===== src/rtl/xor_cipher_sequencer.sv =====
// Control FSM sequencing key load, message load, XOR encrypt and ciphertext serialization.
// Optional watchdog in ENCRYPT/SERIALIZE is built when XCS_WATCHDOG_EN is defined.
module xor_cipher_sequencer #(
  parameter int unsigned KEY_SIZE       = 8,
  parameter int unsigned MSG_SIZE       = 64,
  parameter int unsigned TIMEOUT_CYCLES = 255
) (
  input  logic                        clk,
  input  logic                        rst,
  input  logic                        ena,
  input  logic                        iKey_flag,
  input  logic                        iMsg_flag,
  input  logic                        iXor_done,
  input  logic                        iSer_done,
  output logic                        oKey_shift,
  output logic                        oMsg_shift,
  output logic                        oXor_start,
  output logic                        oSer_start,
  output logic                        oBusy,
  output logic                        oDone,
  output logic                        oError,
  output logic [2:0]                  oState,
  output logic [$clog2(KEY_SIZE):0]   oKey_count,
  output logic [$clog2(MSG_SIZE):0]   oMsg_count
);

  localparam int unsigned KCW = $clog2(KEY_SIZE) + 1;
  localparam int unsigned MCW = $clog2(MSG_SIZE) + 1;

  if (TIMEOUT_CYCLES == 0) begin : g_bad_cfg
    $error("TIMEOUT_CYCLES must be >= 1");
  end

  typedef enum logic [2:0] {
    S_IDLE      = 3'd0,
    S_LOAD_KEY  = 3'd1,
    S_WAIT_MSG  = 3'd2,
    S_LOAD_MSG  = 3'd3,
    S_ENCRYPT   = 3'd4,
    S_SERIALIZE = 3'd5,
    S_ERROR     = 3'd7
  } state_e;

  state_e           state_q, state_d;
  logic [KCW-1:0]   key_cnt_q, key_cnt_d;
  logic [MCW-1:0]   msg_cnt_q, msg_cnt_d;
  logic             xor_start_q, xor_start_d;
  logic             ser_start_q, ser_start_d;
  logic             busy_q, busy_d;
  logic             done_q, done_d;
  logic             error_q, error_d;

  logic key_only, msg_only, any_flag;
  logic key_last, msg_last, key_room, msg_room;
  logic xor_done_ok, ser_done_ok, timeout;

  assign key_only = iKey_flag & ~iMsg_flag;
  assign msg_only = iMsg_flag & ~iKey_flag;
  assign any_flag = iKey_flag | iMsg_flag;
  assign key_last = (key_cnt_q == KCW'(KEY_SIZE - 1));
  assign msg_last = (msg_cnt_q == MCW'(MSG_SIZE - 1));
  assign key_room = (key_cnt_q < KCW'(KEY_SIZE));
  assign msg_room = (msg_cnt_q < MCW'(MSG_SIZE));

  // The start register doubles as the first-cycle marker, so done is ignored while it is high.
  assign xor_done_ok = iXor_done & ~xor_start_q;
  assign ser_done_ok = iSer_done & ~ser_start_q;

`ifdef XCS_WATCHDOG_EN
  localparam int unsigned WDW = $clog2(TIMEOUT_CYCLES + 1);

  logic [WDW-1:0] wd_q, wd_d;

  // Cycle counter restarts on every state change and counts enabled cycles in the wait states.
  always_comb begin
    wd_d = wd_q;
    if (state_d != state_q) begin
      wd_d = '0;
    end else if (state_q == S_ENCRYPT || state_q == S_SERIALIZE) begin
      wd_d = wd_q + WDW'(1);
    end
  end

  always_ff @(posedge clk) begin
    if (rst) begin
      wd_q <= '0;
    end else if (ena) begin
      wd_q <= wd_d;
    end
  end

  assign timeout = (wd_q == WDW'(TIMEOUT_CYCLES - 1));
`else
  assign timeout = 1'b0;
`endif

  // State register.
  always_ff @(posedge clk) begin
    if (rst) begin
      state_q <= S_IDLE;
    end else if (ena) begin
      state_q <= state_d;
    end
  end

  // Next-state logic; a disabled cycle holds the current state.
  always_comb begin
    state_d = state_q;
    if (ena) begin
      case (state_q)
        S_IDLE: begin
          if (iMsg_flag) begin
            state_d = S_ERROR;
          end else if (iKey_flag) begin
            state_d = key_last ? S_WAIT_MSG : S_LOAD_KEY;
          end
        end
        S_LOAD_KEY: begin
          if (!key_only) begin
            state_d = S_ERROR;
          end else if (key_last) begin
            state_d = S_WAIT_MSG;
          end
        end
        S_WAIT_MSG: begin
          if (iKey_flag) begin
            state_d = S_ERROR;
          end else if (iMsg_flag) begin
            state_d = msg_last ? S_ENCRYPT : S_LOAD_MSG;
          end
        end
        S_LOAD_MSG: begin
          if (!msg_only) begin
            state_d = S_ERROR;
          end else if (msg_last) begin
            state_d = S_ENCRYPT;
          end
        end
        S_ENCRYPT: begin
          if (any_flag) begin
            state_d = S_ERROR;
          end else if (xor_done_ok) begin
            state_d = S_SERIALIZE;
          end else if (timeout) begin
            state_d = S_ERROR;
          end
        end
        S_SERIALIZE: begin
          if (any_flag) begin
            state_d = S_ERROR;
          end else if (ser_done_ok) begin
            state_d = S_IDLE;
          end else if (timeout) begin
            state_d = S_ERROR;
          end
        end
        S_ERROR: begin
          if (!any_flag) begin
            state_d = S_IDLE;
          end
        end
        default: state_d = S_IDLE;
      endcase
    end
  end

  // Output logic: combinational shifts plus next values of registered outputs and counters.
  always_comb begin
    oKey_shift  = 1'b0;
    oMsg_shift  = 1'b0;
    xor_start_d = 1'b0;
    ser_start_d = 1'b0;
    busy_d      = 1'b0;
    done_d      = 1'b0;
    error_d     = 1'b0;
    key_cnt_d   = key_cnt_q;
    msg_cnt_d   = msg_cnt_q;

    oKey_shift = ena & key_only & key_room &
                 ((state_q == S_IDLE) | (state_q == S_LOAD_KEY));
    oMsg_shift = ena & msg_only & msg_room &
                 ((state_q == S_WAIT_MSG) | (state_q == S_LOAD_MSG));

    xor_start_d = (state_d == S_ENCRYPT)   && (state_q != S_ENCRYPT);
    ser_start_d = (state_d == S_SERIALIZE) && (state_q != S_SERIALIZE);
    busy_d      = (state_d != S_IDLE) && (state_d != S_ERROR);
    done_d      = (state_q == S_SERIALIZE) && (state_d == S_IDLE);
    error_d     = (state_d == S_ERROR);

    // Any return to IDLE (completion or error recovery) starts a fresh transfer.
    if ((state_d == S_IDLE) && (state_q != S_IDLE)) begin
      key_cnt_d = '0;
      msg_cnt_d = '0;
    end else begin
      if (oKey_shift) key_cnt_d = key_cnt_q + KCW'(1);
      if (oMsg_shift) msg_cnt_d = msg_cnt_q + MCW'(1);
    end
  end

  // Counters and registered outputs.
  always_ff @(posedge clk) begin
    if (rst) begin
      key_cnt_q   <= '0;
      msg_cnt_q   <= '0;
      xor_start_q <= 1'b0;
      ser_start_q <= 1'b0;
      busy_q      <= 1'b0;
      done_q      <= 1'b0;
      error_q     <= 1'b0;
    end else if (ena) begin
      key_cnt_q   <= key_cnt_d;
      msg_cnt_q   <= msg_cnt_d;
      xor_start_q <= xor_start_d;
      ser_start_q <= ser_start_d;
      busy_q      <= busy_d;
      done_q      <= done_d;
      error_q     <= error_d;
    end
  end

  assign oXor_start = xor_start_q;
  assign oSer_start = ser_start_q;
  assign oBusy      = busy_q;
  assign oDone      = done_q;
  assign oError     = error_q;
  assign oState     = state_q;
  assign oKey_count = key_cnt_q;
  assign oMsg_count = msg_cnt_q;

endmodule


===== config.mk =====
export PLATFORM = sky130hd
export DESIGN_NAME = xor_cipher_sequencer
export DESIGN_NICKNAME = d
export VERILOG_FILES = /design/src/rtl/xor_cipher_sequencer.sv
export SDC_FILE = /design/constraint.sdc
export NUM_CORES = 1
export LEC_CHECK = 0
export ABC_AREA = 1
export CAP_MARGIN = 15
export CORE_MARGIN = 8
export CORE_UTILIZATION = 49
export DETAILED_ROUTE_END_ITERATION = 16
export MAX_ROUTING_LAYER = met4
export PLACE_DENSITY = 0.82
export SETUP_SLACK_MARGIN = 0.5
export SYNTH_ARGS = -nofsm -noshare
export SYNTH_HDL_FRONTEND = slang
export SYNTH_SLANG_ARGS = --single-unit

===== constraint.sdc =====
create_clock -name clk -period 2.6 [get_ports clk]
set_clock_uncertainty 0.15 [all_clocks]
set_input_delay 0.52 -clock clk [delete_from_list [all_inputs] [get_ports clk]]
set_output_delay 0.52 -clock clk [all_outputs]
set_load 0.02 [all_outputs]

==> impl_results.md <==
* Reg power frac at 40.3%
* Die width at 64.81 um
* Largest net degree at the start of global routing at 13
* Initial core utilization at 52.27%
* Gpl congestion at 0.8999
* Initial antenna violation count at 0
* Ports at 28
* Final hold viol count at 0
* Yosys warns at 0
* Core area at 0.002233 mm^2
* Max-Cap Viols at 0
* Clock power frac at 18.9%
* Dpl hpwl at 2327 um
* CTS buffer count at 3
* Sequential area share after synthesis at 32.58%
* Slew Viols, Final at 0
* FP Rows at 17
* Die Area at 0.004200 mm^2
* R2r startpoint: oMsg_count[1]
* Synthesis-to-layout area growth at 55.52%
* Worst hold-check path type: flop to flop
* H-tree depth at 1
* DIE HEIGHT at 64.81 um
* First-pass GRT wire length at 5278 um
* # nets final at 240
* Total power at 0.8196 mW
* Residual DRC at 0
* Max VDD drop at 446.1 uV
* DRT Pass-1 Iters at 5
* Synth Net Count at 187
* WP data required at 2660 ps
* Flop-to-flop setup slack at 490 ps
* GR Util All Layers at 15.57%
* Fillers at 139
* Post-DR vias/cell at 5.453
* Final ANT Viol Nets at 0
* Synth Register Bits at 19
* CP startpoint: oMsg_count[1]
* RSZ-0062 raised after global routing: true
* Synthesized area per cell at 6.558 um^2
* Peak fanout along the critical path at 7
* Sw Ratio at 38.76%
* P_leak at 0.9084 nW
* Crit Path Class: flop to flop
* Total congestion overflow at 0
* Vias in the first global route at 1,212
* # hold bufs at CTS at 0
* CP Launch Type: flop
* Multi-input combinational cell area at 788.3 um^2
* Worst slew pin tran at 240.3 ps
* PwrDens at 451.4 mW/mm^2
* Final Cycle Share at 81.26%
* Destination of the critical timing path: oMsg_count[2]
* Register area at 397.9 um^2
* Skew-Pair Late Insertion Delay at 310 ps
* Peak Freq at 473.3 MHz
* Worst path arrival time at 2170 ps
* Reg clk slew, reported paths at 110 ps
* Status: finished clean
* Gate power share at 40.7%
* Hold_ws at 323.4 ps
* Routed wire length at 3856 um
* Clock tree buffer depth at 2
* Root buffer cell: clkbuf_4
* Share of cells above drive strength 1 at 35.22%
* Worst r2r path cells at 14
* Cell count after synthesis at 178
* Initial drt markers at 78
* Setup violators final at 0
* Sw power at 0.3177 mW
* Number of antenna diodes at 0
* TritonCTS clock tree: yes
* Routed vias at 1,407
* Clk sink count at 19
* Max-slew headroom at 83.93%
* Internal power at 0.5019 mW
* Unique masters post-synth at 26
* Post-layout minimum cycle time at 2113 ps
* Crit. End Element: flop
* Mapped Area at 0.001167 mm^2
* PortBufs at 27
* RR Endpoint: oMsg_count[2]
* WL/cell at 14.95 um
## Yosys cell counts
master	n	area, um^2
ha_1	2	25.02
a21oi_4	1	16.27
o211a_1	1	10.01
nand2_1	44	165.2
inv_2	6	22.52
clkbuf_1	2	7.510
nand3_2	1	10.01
or2_2	1	6.260
xor2_1	4	35.03
xnor2_1	1	8.760
nor2_1	18	67.56
a21oi_1	15	75.07
nor2_4	2	22.52
nand3_4	1	17.52
nand4_1	8	50.05
o21ai_1	2	10.01
dfxtp_1	19	380.4
buf_2	1	5.000
nor2_2	1	6.260
buf_4	1	7.510
o21ai_0	3	15.01
buf_6	1	11.26
nand3_1	20	100.1
inv_1	20	75.07
nor3_1	1	5.000
nand2_2	2	12.51
## cell usage in the layout, fill, tap and decap left out, types with 5 or more instances in the layout
cell type         n
nand3_2          11
clkdlybuf4s50_1  17
nand2_2           5
inv_1            18
dlymetal6s2s_1    6
nand4_1           8
nand3_1          10
nand2_1          39
inv_2             8
dfxtp_2           5
dfxtp_1          11
buf_4            24
a21oi_1          13
nor2_1           15
## power groups by stage
stage / clock network, mW / logic [mW] / registers [mW]
finish: 0.155 / 0.334 / 0.331
detailed placement: 0 / 0.248 / 0.337
global route: 0.171 / 0.360 / 0.334
global placement: 0 / 0.243 / 0.336
CTS: 0.157 / 0.270 / 0.331
floorplan: 0 / 0.157 / 0.350
## logic make-up after synthesis
kind of cell | share of synthesized area (%)
adders and majority gates | 2.143
DFF | 32.58
AOI/OAI and AO/OA | 10.83
and+or+nand+nor | 39.66
xor gates and xnor gates | 3.751
buffers and inverters | 11.04
## worst max-delay path, cell delays in order, from the launching register on
cell and delay (ps):
dfxtp_4 380, ha_4 150, nand2_4 60, nor2_4 140, nand3_2 80, nand2_1 80, inv_1 40, nor2_1 100
nand2_1 70, nand2_1 80, nand2_2 90, nor2_4 200, nand3_4 160, nand3_1 130, a21oi_1 80
## metrics by stage
| step | setup slack, ps | utilization [%] | TNS, ps | instance area (um^2) | std cells |
|---|---|---|---|---|---|
| 4_1_cts | 494.3 | 70.42 | 0 | 1573 | 243 |
| 6_report | 487.2 | 81.29 | 0 | 1815 | 258 |
| 3_5_place_dp | -219.1 | 67.56 | -256.3 | 1509 | 237 |
| 5_1_grt | 397.1 | 81.29 | 0 | 1815 | 258 |
| 2_1_floorplan | 538.2 | - | 0 | 1167 | 178 |
| 3_3_place_gp | -184.2 | 67.56 | -208.8 | 1509 | 237 |
## layout make-up
cell class | count | area share (%)
multi-input combinational | 129 | 43.42
clock inverter | 1 | 0.2757
inverter | 26 | 5.376
clock buffer | 3 | 1.241
tap | 28 | 1.930
sequential | 19 | 21.92
timing repair buffer | 52 | 25.84
## worst min path at each step
stage          start  cells after the start  endpoint
6_report       oDone                      2     oDone
5_1_grt        oDone                      2     oDone
4_1_cts        oDone                      2     oDone
3_5_place_dp   oDone                      2     oDone
3_3_place_gp   oDone                      2     oDone
2_1_floorplan  oDone                      2     oDone
## state kept, by name (all words and copies together) (netlist names)
signal and flops:
oBusy 1, oError 1, oSer_start 1, oMsg_count 7
oKey_count 4, oDone 1, oState 3, oXor_start 1
## per-layer routing
metal	share of wire, %	track usage [%]	up-vias
li1	-	-	683
met1	39	17.97	657
met2	52	26.21	63
met3	7.5	3.952	4
met4	1.4	4.087	0
met5	0	-	-
## repair_timing
item | 4_1_cts | 5_1_grt
setup buffers | 1 | 15
pin swaps | 5 | 19
setup endpoints to repair | 18 | 22
gates cloned | 1 | 0
gates resized for setup | 22 | 45
hold endpoints to repair | 0 | 0
Note: power is estimated with default switching activity, not from simulation.
